`src/rtl/sbox_arbiter_if.sv`:
```
`default_nettype none
// ============================================================================
// sbox_arbiter_if : requester, S-Box and status signals of the S-Box arbiter
// Revision 1.0
// ============================================================================
interface sbox_arbiter_if;
  logic        dp_req;
  logic [31:0] dp_addr;
  logic        dp_gnt;
  logic        dp_rsp_vld;
  logic [31:0] dp_rsp;
  logic        ks_req;
  logic [31:0] ks_addr;
  logic        ks_gnt;
  logic        ks_rsp_vld;
  logic [31:0] ks_rsp;
  logic        sb_en;
  logic [31:0] sb_addr;
  logic        sb_flag;
  logic [31:0] sb_data;
  logic        busy;
  logic        err;

  modport slave (
    input  dp_req, dp_addr, ks_req, ks_addr, sb_flag, sb_data,
    output dp_gnt, dp_rsp_vld, dp_rsp, ks_gnt, ks_rsp_vld, ks_rsp,
           sb_en, sb_addr, busy, err
  );

  modport master (
    output dp_req, dp_addr, ks_req, ks_addr, sb_flag, sb_data,
    input  dp_gnt, dp_rsp_vld, dp_rsp, ks_gnt, ks_rsp_vld, ks_rsp,
           sb_en, sb_addr, busy, err
  );
endinterface
`default_nettype wire

```
`src/rtl/sbox_arbiter.sv`:
```
`default_nettype none
// ============================================================================
// sbox_arbiter : round-robin sharing of one S-Box between datapath and key schedule
// Revision 1.0
// ============================================================================
module sbox_arbiter #(
  parameter int FIFO_DEPTH = 4
) (
  input  logic            clk,
  input  logic            rst,
  sbox_arbiter_if.slave   bus
);

  localparam int                PTR_W    = (FIFO_DEPTH > 1) ? $clog2(FIFO_DEPTH) : 1;
  localparam int                CNT_W    = $clog2(FIFO_DEPTH + 1);
  localparam logic [PTR_W-1:0]  LAST_PTR = PTR_W'(FIFO_DEPTH - 1);
  localparam logic [CNT_W-1:0]  FULL_CNT = CNT_W'(FIFO_DEPTH);

  // Owner FIFO: one bit per outstanding lookup, 0 = dp, 1 = ks
  logic [FIFO_DEPTH-1:0] owner_q;
  logic [PTR_W-1:0]      wr_ptr;
  logic [PTR_W-1:0]      rd_ptr;
  logic [CNT_W-1:0]      count;
  logic                  rr_ks;

  logic full;
  logic empty;
  logic push;
  logic pop;
  logic head_ks;

  function automatic logic [PTR_W-1:0] next_ptr(input logic [PTR_W-1:0] p);
    return (p == LAST_PTR) ? '0 : p + 1'b1;
  endfunction

  assign full    = (count == FULL_CNT);
  assign empty   = (count == '0);
  assign push    = bus.dp_gnt | bus.ks_gnt;
  assign pop     = bus.sb_flag & ~empty;
  assign head_ks = owner_q[rd_ptr];
  assign bus.busy = (count != '0) | bus.sb_en;

  // Fullness uses the pre-pop count, so a pop never frees a slot in its own cycle
  always_comb begin
    bus.dp_gnt = 1'b0;
    bus.ks_gnt = 1'b0;
    if (rst && !full) begin
      if (bus.dp_req && (!bus.ks_req || !rr_ks))
        bus.dp_gnt = 1'b1;
      else if (bus.ks_req)
        bus.ks_gnt = 1'b1;
    end
  end

  always_ff @(posedge clk or negedge rst) begin
    if (!rst) begin
      owner_q        <= '0;
      wr_ptr         <= '0;
      rd_ptr         <= '0;
      count          <= '0;
      rr_ks          <= 1'b1;
      bus.sb_en      <= 1'b0;
      bus.sb_addr    <= '0;
      bus.dp_rsp_vld <= 1'b0;
      bus.dp_rsp     <= '0;
      bus.ks_rsp_vld <= 1'b0;
      bus.ks_rsp     <= '0;
      bus.err        <= 1'b0;
    end else begin
      bus.sb_en <= push;
      if (push) begin
        bus.sb_addr     <= bus.dp_gnt ? bus.dp_addr : bus.ks_addr;
        owner_q[wr_ptr] <= bus.ks_gnt;
        wr_ptr          <= next_ptr(wr_ptr);
      end

      if (bus.dp_gnt)
        rr_ks <= 1'b1;
      else if (bus.ks_gnt)
        rr_ks <= 1'b0;

      if (pop)
        rd_ptr <= next_ptr(rd_ptr);

      case ({push, pop})
        2'b10:   count <= count + 1'b1;
        2'b01:   count <= count - 1'b1;
        default: count <= count;
      endcase

      bus.dp_rsp_vld <= pop & ~head_ks;
      bus.ks_rsp_vld <= pop &  head_ks;
      if (pop && !head_ks)
        bus.dp_rsp <= bus.sb_data;
      if (pop && head_ks)
        bus.ks_rsp <= bus.sb_data;

      if (bus.sb_flag && empty)
        bus.err <= 1'b1;
    end
  end

endmodule
`default_nettype wire

```
`src/flat_wrapper.sv`:
```
// flat-port wrapper written by rule: the top's interface ports become plain ports
module sbox_arbiter_flat 
#(
  parameter int FIFO_DEPTH = 4
)
  (clk, rst, bus_dp_req, bus_dp_addr, bus_ks_req, bus_ks_addr, bus_sb_flag, bus_sb_data, bus_dp_gnt, bus_dp_rsp_vld, bus_dp_rsp, bus_ks_gnt, bus_ks_rsp_vld, bus_ks_rsp, bus_sb_en, bus_sb_addr, bus_busy, bus_err);
  sbox_arbiter_if bus_i ();
  input  logic clk;
  input  logic rst;
  input wire logic [$bits(bus_i.dp_req)-1:0] bus_dp_req;
  input wire logic [$bits(bus_i.dp_addr)-1:0] bus_dp_addr;
  input wire logic [$bits(bus_i.ks_req)-1:0] bus_ks_req;
  input wire logic [$bits(bus_i.ks_addr)-1:0] bus_ks_addr;
  input wire logic [$bits(bus_i.sb_flag)-1:0] bus_sb_flag;
  input wire logic [$bits(bus_i.sb_data)-1:0] bus_sb_data;
  output wire logic [$bits(bus_i.dp_gnt)-1:0] bus_dp_gnt;
  output wire logic [$bits(bus_i.dp_rsp_vld)-1:0] bus_dp_rsp_vld;
  output wire logic [$bits(bus_i.dp_rsp)-1:0] bus_dp_rsp;
  output wire logic [$bits(bus_i.ks_gnt)-1:0] bus_ks_gnt;
  output wire logic [$bits(bus_i.ks_rsp_vld)-1:0] bus_ks_rsp_vld;
  output wire logic [$bits(bus_i.ks_rsp)-1:0] bus_ks_rsp;
  output wire logic [$bits(bus_i.sb_en)-1:0] bus_sb_en;
  output wire logic [$bits(bus_i.sb_addr)-1:0] bus_sb_addr;
  output wire logic [$bits(bus_i.busy)-1:0] bus_busy;
  output wire logic [$bits(bus_i.err)-1:0] bus_err;
  assign bus_i.dp_req = bus_dp_req;
  assign bus_i.dp_addr = bus_dp_addr;
  assign bus_i.ks_req = bus_ks_req;
  assign bus_i.ks_addr = bus_ks_addr;
  assign bus_i.sb_flag = bus_sb_flag;
  assign bus_i.sb_data = bus_sb_data;
  assign bus_dp_gnt = bus_i.dp_gnt;
  assign bus_dp_rsp_vld = bus_i.dp_rsp_vld;
  assign bus_dp_rsp = bus_i.dp_rsp;
  assign bus_ks_gnt = bus_i.ks_gnt;
  assign bus_ks_rsp_vld = bus_i.ks_rsp_vld;
  assign bus_ks_rsp = bus_i.ks_rsp;
  assign bus_sb_en = bus_i.sb_en;
  assign bus_sb_addr = bus_i.sb_addr;
  assign bus_busy = bus_i.busy;
  assign bus_err = bus_i.err;
  sbox_arbiter #(.FIFO_DEPTH(FIFO_DEPTH)) u_core (.clk(clk), .rst(rst), .bus(bus_i));
endmodule
```
`config.mk`:
```
export PLATFORM = sky130hd
export DESIGN_NAME = sbox_arbiter_flat
export DESIGN_NICKNAME = d
export VERILOG_FILES = /design/src/rtl/sbox_arbiter_if.sv /design/src/rtl/sbox_arbiter.sv /design/src/flat_wrapper.sv
export SDC_FILE = /design/constraint.sdc
export NUM_CORES = 1
export LEC_CHECK = 0
export BUFFER_PORTS_ARGS = -buffer_cell sky130_fd_sc_hd__buf_4
export CAP_MARGIN = 10
export CORE_MARGIN = 1
export CORE_UTILIZATION = 45
export DETAILED_ROUTE_END_ITERATION = 12
export GPL_TIMING_DRIVEN = 0
export PLACE_DENSITY = 0.76
export SYNTH_ARGS = -nofsm -noshare
export SYNTH_HDL_FRONTEND = slang
export SYNTH_SLANG_ARGS = --single-unit
```
`constraint.sdc`:
```
create_clock -name clk -period 4.5 [get_ports clk]
set_clock_uncertainty 0.05 [all_clocks]
set_input_delay 0 -clock clk [delete_from_list [all_inputs] [get_ports clk]]
set_output_delay 0 -clock clk [all_outputs]
set_load 0.1 [all_outputs]
```
==> metrics, run 1 <==
run status complete, no violations; longest individual stage delay on the worst path 0.62 ns; CTS sink cnt 112; port bufs 203; final routed DRC violation total 0; cell types occupying the most area after synthesis dfrtp_1 (57%), mux2_4 (9.0%), mux2_2 (7.4%), a2bb2oi_1 (5.8%), o32ai_1 (5.8%); clock period minus worst slack 3.214 ns; kind of cell adding the most delay to the critical path buffers and inverters; sum of negative setup slack 0 ns; PnR worst setup slack 1.286 ns; count of endpoints failing setup in the final report 0; slew at the pin with the worst max-slew slack 0.7789 ns; library cell occupying the most area in the post-synthesis netlist dfrtp_1; combined global-route utilization of all metal layers 0.2560; DIE WIDTH 105.9 um; number of nets in the synthesized netlist 434; crit-path most repeated cell inv_1; vias in the first global route 4,328; vertical extent of the die 105.9 um; Final HPWL DP about 8.8 mm; IO Count 204; final RePlAce weighted congestion 0.7886; sequential-to-total area share from yosys stat 0.5773; antenna violations before repair 0; fraction of layout instances using a drive strength above 1 0.4730; Levels on crit path 13; residual overflow from global routing 0; unrepaired setup endpoints after global routing no; most numerous cell types in the synthesized netlist dfrtp_1 (111), a2bb2oi_1 (32), mux2_2 (32), o32ai_1 (32), mux2_4 (29); diode count 0; Maximum Capacitance Violations 0; part of the cycle the worst path needs 0.7141; per-instance average area after synthesis roughly 15 um2; number of core rows 37; global-route wire length before repair 22.37 mm; gate count of the mapped netlist around 330; routed vias/inst 5.285; buffer cell driving the clock tree root clkbuf_8; slack of the worst reg-to-reg path 1.91 ns; post-detailed-placement cell area around 6600 um2; number of levels the H-tree was split into 3; final design instance area without fill 7779 um2; maximum number of buffers from clock root to sink 2; starting density of the core 0.4663; most frequent cell after synthesis dfrtp_1; clock insertion delay at the later pin of the skew report about 0.36 ns; cell count of the worst reg-to-reg path 11; worst slack, placed roughly 1.4 ns; fin util 0.7468; primary flip-flop cell chosen by synthesis mapping dfrtp_1; CP Cell Sequence dlygate4sd3_1 > buf_4 > buf_16 > inv_1 > nor3_4 > buf_2 > inv_1 > ha_1 > inv_1 > fa_1 > xor2_1 > nor2_1 > xor2_1; cell area after synthesis roughly 5000 um2; Fin. Hold Viols 0; first-iteration detailed-routing DRC count 145; CTS-repair resized insts 0; first-pass iteration count of the detailed router 4; Worst EP arrival 3.41 ns; WL final between 10 and 15 mm; Crit Path Class in2reg; worst relative slew slack 0.4808; area fraction of the dominant cell type after synthesis 0.5719; die footprint 11,210 um2; number of enable-type register cells in the synthesized netlist 0; highest clock rate ~0.31 GHz; sort of element at the start of the critical path input port; clock tree from TritonCTS done; CP bufs+invs 7; fraction of registers with async set or reset after synthesis 1.000; antenna-violating nets left 0; Crit. End Element flop; Yosys warning total 0; via total after detailed routing 4,138; Critical-path top delay cell buf_4; Worst Path Required 4.70 ns; area of the placeable core 10,420 um2; Syn-to-layout area delta 60.15%; path category of the worst min-delay check in2async; nets@finish 750; number of storage elements in the synthesis netlist 112; clock buffer count from CTS 9; pin count of the biggest net entering global routing 59; average detailed-routed wire length per instance 17.82 um; highest fanout seen on the critical path 58; number of different library cells in the post-synthesis netlist 38; number of max-slew violations in the final report 0; clock transition time at the flip-flop clock pins of the worst setup and hold paths about 0.11 ns
==> cells by family (layout without fill, tap and decap cells) <==
group           Yosys count  in the layout  share of synthesized area
buf+inv                  34            355                    0.04224
mux                      68             68                     0.1821
simple gates             24             24                    0.03117
flops                   112            112                     0.5773
fa+ha+maj                 7              7                    0.01958
xor+xnor                  3              3                   0.005411
compound gates           78             78                     0.1422
==> flip-flops by register name, indices dropped and copies added, names as in the netlist <==
signal                 flops
u_core.bus.ks_rsp_vld      1
u_core.bus.sb_addr        32
u_core.owner_q             4
u_core.rd_ptr              2
u_core.bus.dp_rsp_vld      1
u_core.bus.sb_en           1
u_core.bus.dp_rsp         32
u_core.bus.ks_rsp         32
u_core.count               3
u_core.rr_ks               1
u_core.wr_ptr              2
u_core.bus.err             1
==> stage by stage <==
| stage | hold WS [ns] | instances |
|---|---|---|
| floorplan | -0.3456 | 326 |
| global placement | 0.1387 | 665 |
| detailed placement | 0.07030 | 666 |
| CTS | 0.2051 | 783 |
| global route | 0.2604 | 783 |
| finish | 0.2077 | 783 |
==> repair_timing <==
item | 4_1_cts | 5_1_grt
buffers inserted | 0 | 0
hold endpoints to repair | 161 | 0
hold buffers | 101 | 0
==> worst reg2reg max path: stages, from the launching register on <==
cell and delay, ns:
dfrtp_1 0.37, buf_2 0.17, nor3b_2 0.45, nor3_4 0.15, buf_2 0.24, inv_1 0.08, ha_1 0.18, inv_1 0.06
fa_1 0.38, xor2_1 0.15, nor2_1 0.11, xor2_1 0.15
==> final timing paths <==
check,start,end
worst min-delay path,rst,u_core.bus.ks_rsp[26]
min in group clk,bus_sb_data[7],u_core.bus.ks_rsp[7]
max in group asynchronous,rst,u_core.rr_ks
worst max-delay path,rst,u_core.count[2]
worst max register to register,u_core.count[0],u_core.count[2]
worst min register to register,u_core.bus.err,u_core.bus.err
==> metal layers <==
| metal | routed length [um] | share of wire | vias to the layer above | GRT usage |
|---|---|---|---|---|
| met5 | 0 | 0 | - | 0 |
| met4 | 210 | 0.015 | 0 | 0.07738 |
| met3 | 1137 | 0.081 | 16 | 0.05886 |
| met2 | 6873 | 0.49 | 220 | 0.4332 |
| met1 | 5731 | 0.41 | 2043 | 0.3279 |
| li1 | - | - | 1859 | - |
==> area by class of cell <==
cell class / count / area (um2)
sequential: 112 / 2804
fill: 618 / 2638
timing repair buffer: 305 / 2562
multi-input combinational: 180 / 1848
tap: 136 / 170.2
buffer: 24 / 167.7
clock buffer: 11 / 131.4
clock inverter: 5 / 57.56
inverter: 10 / 37.54
==> layout by cell type (no fill, tap or decap), types with 3 or more instances in the layout <==
| cell type | count |
|---|---|
| dlygate4sd3_1 | 101 |
| dfrtp_1 | 111 |
| buf_12 | 3 |
| o32ai_1 | 32 |
| nor3_1 | 3 |
| buf_6 | 3 |
| mux2_1 | 5 |
| nand2_1 | 8 |
| a31o_2 | 4 |
| nor2_1 | 5 |
| buf_2 | 5 |
| clkbuf_8 | 9 |
| a2bb2oi_1 | 32 |
| mux2_2 | 32 |
| o31a_1 | 4 |
| inv_1 | 8 |
| clkbuf_1 | 15 |
| ha_1 | 6 |
| buf_4 | 203 |
| mux2_4 | 29 |
Power of run 1 is left out: the tool's default activity adds up to more than one toggle a clock period on the data nets, which glitch-free logic cannot reach.
==> run 2: changes to the inputs <==
--- a/config.mk
+++ b/config.mk
@@ -5,13 +5,14 @@
 export SDC_FILE = /design/constraint.sdc
 export NUM_CORES = 1
 export LEC_CHECK = 0
+export ABC_AREA = 1
 export BUFFER_PORTS_ARGS = -buffer_cell sky130_fd_sc_hd__buf_4
 export CAP_MARGIN = 10
 export CORE_MARGIN = 1
-export CORE_UTILIZATION = 45
+export CORE_UTILIZATION = 44
 export DETAILED_ROUTE_END_ITERATION = 12
 export GPL_TIMING_DRIVEN = 0
-export PLACE_DENSITY = 0.76
+export PLACE_DENSITY = 0.77
 export SYNTH_ARGS = -nofsm -noshare
 export SYNTH_HDL_FRONTEND = slang
 export SYNTH_SLANG_ARGS = --single-unit
==> constraint.sdc (replaced) <==
create_clock -name clk -period 2.93 [get_ports clk]
set_clock_uncertainty 0.05 [all_clocks]
set_input_delay 0 -clock clk [delete_from_list [all_inputs] [get_ports clk]]
set_output_delay 0 -clock clk [all_outputs]
set_load 0.1 [all_outputs]
==> run 2 against run 1 <==
Against the previous run:
- wire length up 20%
- worst setup slack worse by 1.0 ns
- via count up 35%
- global-route usage up 2.5 points
- first-iteration DRC count rose to 2.9 times the previous value
- die area up 6.9%
- final area up 4.4%
- critical path type is now reg2reg
- critical endpoint unchanged
- largest cell class unchanged
==> metrics, run 2 <==
highest clock rate 0.3733 GHz; number of nets in the synthesized netlist 746 (+72%); min-delay src bus_ks_req; average detailed-routed wire length per instance 15.28 um (-14%); cell count of the worst reg-to-reg path 12 (+1); critical register-to-register path endpoint u_core.count[2]; final design instance area without fill 8124 um2 (+4.4%); fraction of met3 tracks used by global routing 0.06995 (+0.01109); DIE WIDTH 109.5 um (+3.4%); maximum number of buffers from clock root to sink 2 (unchanged); starting density of the core 0.4610 (-0.005326); number of enable-type register cells in the synthesized netlist 0 (unchanged); first-iteration detailed-routing DRC count 418 (+190%); IO Count 204 (unchanged); most numerous cell types in the synthesized netlist nand2_1 (287), dfrtp_1 (111), inv_1 (73); commonest cells after routing, fill and taps aside nand2_1 (287), buf_4 (203), dfrtp_1 (111), dlygate4sd3_1 (98), inv_1 (73); worst relative slew slack 0.7075 (+0.2267); Yosys warning total 0 (unchanged); number of core rows 38 (+2.7%); count of endpoints failing setup in the final report 0 (unchanged); part of the cycle the worst path needs 0.9143; residual overflow from global routing 0 (unchanged); unrepaired setup endpoints after global routing no; CTS sink cnt 112 (unchanged); clock transition time at the flip-flop clock pins of the worst setup and hold paths 0.08 ns (-0.03 ns); Crit. End Element flop; gate count of the mapped netlist 638 (+96%); die footprint 11,990 um2 (+6.9%); final RePlAce weighted congestion 0.9208 (+17%); library cell occupying the most area in the post-synthesis netlist dfrtp_1; clock tree from TritonCTS done; GR peak layer met2; most frequent cell after synthesis nand2_1; combined global-route utilization of all metal layers 0.2812 (+0.02516); met2 global-route usage 0.4879 (+0.05463); antenna-violating nets left 0 (unchanged); fraction of registers with async set or reset after synthesis 1.000 (unchanged); Worst EP arrival 2.84 ns (-0.57 ns); cell area after synthesis 5085 um2 (+4.7%); primary flip-flop cell chosen by synthesis mapping dfrtp_1; antenna violations before repair 0 (unchanged); met1 Track Usage GR 0.3287 (+0.0008321); run status complete, no violations; fill cell instance count of the final layout 752 (+22%); nets@finish 1,060 (+41%); global-route wire length before repair 26.12 mm (+17%); Worst Path Required 3.09 ns (-1.61 ns); Fin. Hold Viols 0 (unchanged); clock insertion delay at the later pin of the skew report 0.34 ns (-0.02 ns); final routed DRC violation total 0 (unchanged); vias in the first global route 5,553 (+28%); WL final 16.77 mm (+20%); path category of the worst min-delay check in2reg; cell count of the worst hold path 5; first-pass iteration count of the detailed router 5 (+1); slack of the worst reg-to-reg path 0.25 ns (-1.66 ns); Min-Delay Endpoint u_core.owner_q[3]; clock buffer count from CTS 9 (unchanged); number of different library cells in the post-synthesis netlist 22 (-42%); number of storage elements in the synthesis netlist 112 (unchanged); vertical extent of the die 109.5 um (+3.4%); Maximum Capacitance Violations 0 (unchanged); sort of element at the start of the critical path flop; clock period minus worst slack 2.679 ns; routed vias/inst 5.089 (-3.7%); via total after detailed routing 5,583 (+35%); Crit Path Class reg2reg; per-instance average area after synthesis 7.970 um2 (-47%); number of levels the H-tree was split into 3 (unchanged); area fraction of the dominant cell type after synthesis 0.5463 (-0.02561); Syn-to-layout area delta 59.77%; sequential-to-total area share from yosys stat 0.5514 (-0.02585); highest fanout seen on the critical path 10 (-83%); cell types occupying the most area after synthesis dfrtp_1 (55%), nand2_1 (21%), inv_1 (5.4%), nand4_1 (3.9%), o21ai_0 (3.7%); number of max-slew violations in the final report 0 (unchanged); post-detailed-placement cell area 6817 um2 (+3.6%); reg-to-reg critical path startpoint u_core.count[0]; Final HPWL DP 10.52 mm (+20%); buffer cell driving the clock tree root clkbuf_16; most common library cell in the layout ignoring fill and taps nand2_1; pin count of the biggest net entering global routing 68 (+15%); fraction of layout instances using a drive strength above 1 0.2665 (-0.2065); area of the placeable core 11,030 um2 (+5.9%); slew at the pin with the worst max-slew slack 0.4388 ns (-0.3401 ns); port bufs 203 (unchanged); diode count 0 (unchanged); biggest registers after layout u_core.bus.dp_rsp (32), u_core.bus.ks_rsp (32), u_core.bus.sb_addr (32)
run 2: per-layer routing:
metal  up-vias  part of all wire
li1       2601                 -
met1      2620              0.39
met2       312              0.48
met3        50             0.089
met4         0             0.033
met5         -                 0
run 2: repair_timing:
item	CTS	global route
hold buffers	99	0
resized for setup	0	2
setup buffers	0	0
setup endpoints to repair	0	2
hold endpoints to repair	164	0
run 2: cell families after synthesis:
| family | Yosys count | synth area share |
|---|---|---|
| AND/OR/NAND/NOR | 363 | 0.2953 |
| flip-flops | 112 | 0.5514 |
| XOR/XNOR | 2 | 0.003446 |
| adder cells (fa/ha/maj) | 7 | 0.01870 |
| AO/OA/AOI/OAI | 41 | 0.04331 |
| buffers and inverters | 113 | 0.08784 |
run 2: how the worst max path moves through the flow:
stage | startpoint | to | slack (ns) | cells past startpoint
finish | u_core.count[0] | u_core.count[2] | 0.25 | 12
global route | u_core.count[0] | u_core.count[2] | 0.01 | 12
CTS | rst | u_core.count[1] | 0.18 | 12
detailed placement | rst | u_core.count[1] | -0.35 | 11
global placement | rst | u_core.count[1] | -0.32 | 10
floorplan | u_core.rr_ks | u_core.owner_q[0] | 0.54 | 6
run 2: metrics by stage:
| stage | util | setup WS [ns] | instances | TNS (ns) | hold slack, ns |
|---|---|---|---|---|---|
| final | 0.7365 | 0.2510 | 1097 | 0 | 0.05994 |
| after global routing | 0.7365 | 0.01087 | 1097 | 0 | 0.08974 |
| after CTS | 0.7364 | 0.1754 | 1097 | 0 | 0.05651 |
| after detailed placement | 0.6180 | -0.3451 | 982 | -0.6064 | 0.1375 |
| after global placement | 0.6155 | -0.3188 | 981 | -0.5852 | 0.1554 |
| after floorplan | - | 0.5403 | 638 | 0 | -0.3456 |
run 2: layout make-up:
cell class / instances / area, um2 / share of cell area
plain buffers: 34 / 151.4 / 0.01864
clock buffers: 10 / 239.0 / 0.02942
flip-flops and latches: 112 / 2804 / 0.3451
well taps: 140 / 175.2 / 0.02156
multi-input cells: 413 / 1839 / 0.2264
clock inverters: 6 / 58.81 / 0.007239
repair buffers: 303 / 2560 / 0.3151
inverters: 79 / 296.5 / 0.03650
run 2: worst max-delay path, stage by stage, from the launching register on:
cell	delay [ns]
dfrtp_1	0.41
nor2_1	0.21
nand2_2	0.17
nand2_1	0.18
a21oi_4	0.09
inv_2	0.13
buf_2	0.25
ha_1	0.18
inv_1	0.07
fa_1	0.39
a21oi_1	0.15
o21ai_0	0.12
xor2_1	0.16
Power of run 2 is left out for the same reason.
==> run 3: changes to the inputs <==
--- a/config.mk
+++ b/config.mk
@@ -12,7 +12,7 @@
 export CORE_UTILIZATION = 44
 export DETAILED_ROUTE_END_ITERATION = 12
 export GPL_TIMING_DRIVEN = 0
-export PLACE_DENSITY = 0.77
+export PLACE_DENSITY = 0.74
 export SYNTH_ARGS = -nofsm -noshare
 export SYNTH_HDL_FRONTEND = slang
 export SYNTH_SLANG_ARGS = --single-unit
==> run 3 against run 2 <==
Against the previous run:
- hold slack worse by 0.012 ns
- via count down 3.6%
- sequential cell count is the same
- wire length decreased by 4.5%
- maximum frequency increased by 2.1%
- non-clock buffer count shrank 1
- critical path type unchanged
- largest cell class unchanged
==> metrics, run 3 (synthesis gave the netlist of run 2 again) <==
run status complete, no violations; diode count 0 (unchanged); clock buffer count from CTS 9 (unchanged); WL final 16.00 mm (-4.5%); final RePlAce weighted congestion 0.9007 (-2.2%); post-detailed-placement cell area 6809 um2 (-0.11%); path category of the worst min-delay check in2reg; highest clock rate 0.3810 GHz (+2.1%); most common library cell in the layout ignoring fill and taps nand2_1; number of max-slew violations in the final report 0 (unchanged); nets@finish 1,059 (-0.094%); port bufs 203 (unchanged); Crit. End Element flop; pin count of the biggest net entering global routing 72 (+5.9%); final design instance area without fill 8110 um2 (-0.17%); fraction of layout instances using a drive strength above 1 0.2667 (+0.0002787); maximum number of buffers from clock root to sink 2 (unchanged); worst relative slew slack 0.7150 (+0.007494); worst slack, placed -0.05079 ns (+0.2944 ns); setup repair bufs after CTS 0 (unchanged); antenna-violating nets left 0 (unchanged); vias in the first global route 5,272 (-5.1%); area of the placeable core 11,030 um2 (unchanged); antenna violations before repair 0 (unchanged); biggest registers after layout u_core.bus.dp_rsp (32), u_core.bus.ks_rsp (32), u_core.bus.sb_addr (32); number of levels the H-tree was split into 3 (unchanged); slew at the pin with the worst max-slew slack 0.4276 ns (-0.01124 ns); clock insertion delay at the later pin of the skew report 0.35 ns (about the same); average detailed-routed wire length per instance 14.60 um (-4.5%); via total after detailed routing 5,382 (-3.6%); clock tree from TritonCTS done; Fin. Hold Viols 0 (unchanged); IO Count 204 (unchanged); sort of element at the start of the critical path flop; clock transition time at the flip-flop clock pins of the worst setup and hold paths 0.08 ns (about the same); unrepaired setup endpoints after global routing no; Crit Path Class reg2reg; clock period minus worst slack 2.625 ns (-0.05425 ns); starting density of the core 0.4610 (unchanged); Worst EP arrival 2.81 ns (-0.03 ns); first-iteration detailed-routing DRC count 416 (-0.48%); buffer cell driving the clock tree root clkbuf_16; count of endpoints failing setup in the final report 0 (unchanged); PnR worst setup slack 0.3053 ns (+0.05426 ns); CTS sink cnt 112 (unchanged); number of core rows 38 (unchanged); routed vias/inst 4.911 (-3.5%); combined global-route utilization of all metal layers 0.2678 (-0.01338); commonest cells after routing, fill and taps aside nand2_1 (287), buf_4 (203), dfrtp_1 (111), dlygate4sd3_1 (97), inv_1 (73); fin util 0.7353 (-0.001248); DIE WIDTH 109.5 um (unchanged); Worst Path Required 3.11 ns (+0.02 ns); die footprint 11,990 um2 (unchanged); highest fanout seen on the critical path 10 (unchanged); Syn-to-layout area delta 59.50%; part of the cycle the worst path needs 0.8958 (-0.01852); global-route wire length before repair 24.72 mm (-5.3%); Maximum Capacitance Violations 0 (unchanged); final routed DRC violation total 0 (unchanged); Final HPWL DP 10.40 mm (-1.1%); residual overflow from global routing 0 (unchanged); first-pass iteration count of the detailed router 7 (+2); vertical extent of the die 109.5 um (unchanged)
==> run 3: metal layers <==
| layer | up-vias | part of all wire | global-route usage |
|---|---|---|---|
| met4 | 0 | 0.024 | 0.1114 |
| met2 | 229 | 0.49 | 0.4677 |
| met1 | 2516 | 0.39 | 0.3143 |
| li1 | 2597 | - | - |
| met5 | - | 0 | 0 |
| met3 | 40 | 0.087 | 0.06580 |
==> run 3: timing repair <==
action | 4_1_cts | 5_1_grt
setup endpoints to repair | 0 | 1
resized for setup | 0 | 1
endpoints found under the hold margin | 168 | 0
hold buffers | 98 | 0
==> run 3: worst paths after layout <==
check | from | end | slack [ns] | cells past startpoint
setup / recovery | u_core.count[1] | u_core.count[2] | 0.31 | 12
hold / removal | bus_dp_addr[15] | u_core.bus.sb_addr[15] | 0.05 | 5
setup reg to reg | u_core.count[1] | u_core.count[2] | 0.31 | 12
hold reg to reg | u_core.rr_ks | u_core.rr_ks | 0.43 | 2
max in group asynchronous | rst | u_core.bus.sb_addr[13] | 2.30 | 3
min in group asynchronous | rst | u_core.bus.ks_rsp[31] | 0.20 | 3
==> run 3: final cells by class <==
class,instances,area [um2]
Fill cell,777,2920
Sequential cell,112,2804
Timing Repair Buffer,302,2542
Multi-Input combinational cell,413,1842
Inverter,79,296.5
Clock buffer,9,225.2
Tap cell,140,175.2
Buffer,34,150.1
Clock inverter,7,75.07
==> run 3: critical path: stages, from the launching register on <==
cell,delay (ns)
dfrtp_1,0.41
nor2_2,0.18
nand2_2,0.15
nand2_1,0.17
a21oi_4,0.09
inv_2,0.14
buf_2,0.26
ha_1,0.20
inv_1,0.07
fa_1,0.38
a21oi_1,0.14
o21ai_0,0.11
xor2_1,0.16
==> run 3: metrics by stage <==
| stage | TNS [ns] | std cells | hold slack (ns) |
|---|---|---|---|
| floorplan | 0 | 638 | -0.3456 |
| global route | 0 | 1096 | 0.03046 |
| finish | 0 | 1096 | 0.04755 |
| global placement | -0.5199 | 981 | 0.1563 |
| CTS | 0 | 1096 | 0.001228 |
| detailed placement | -0.05079 | 982 | 0.1485 |
Power of run 3 is left out for the same reason.
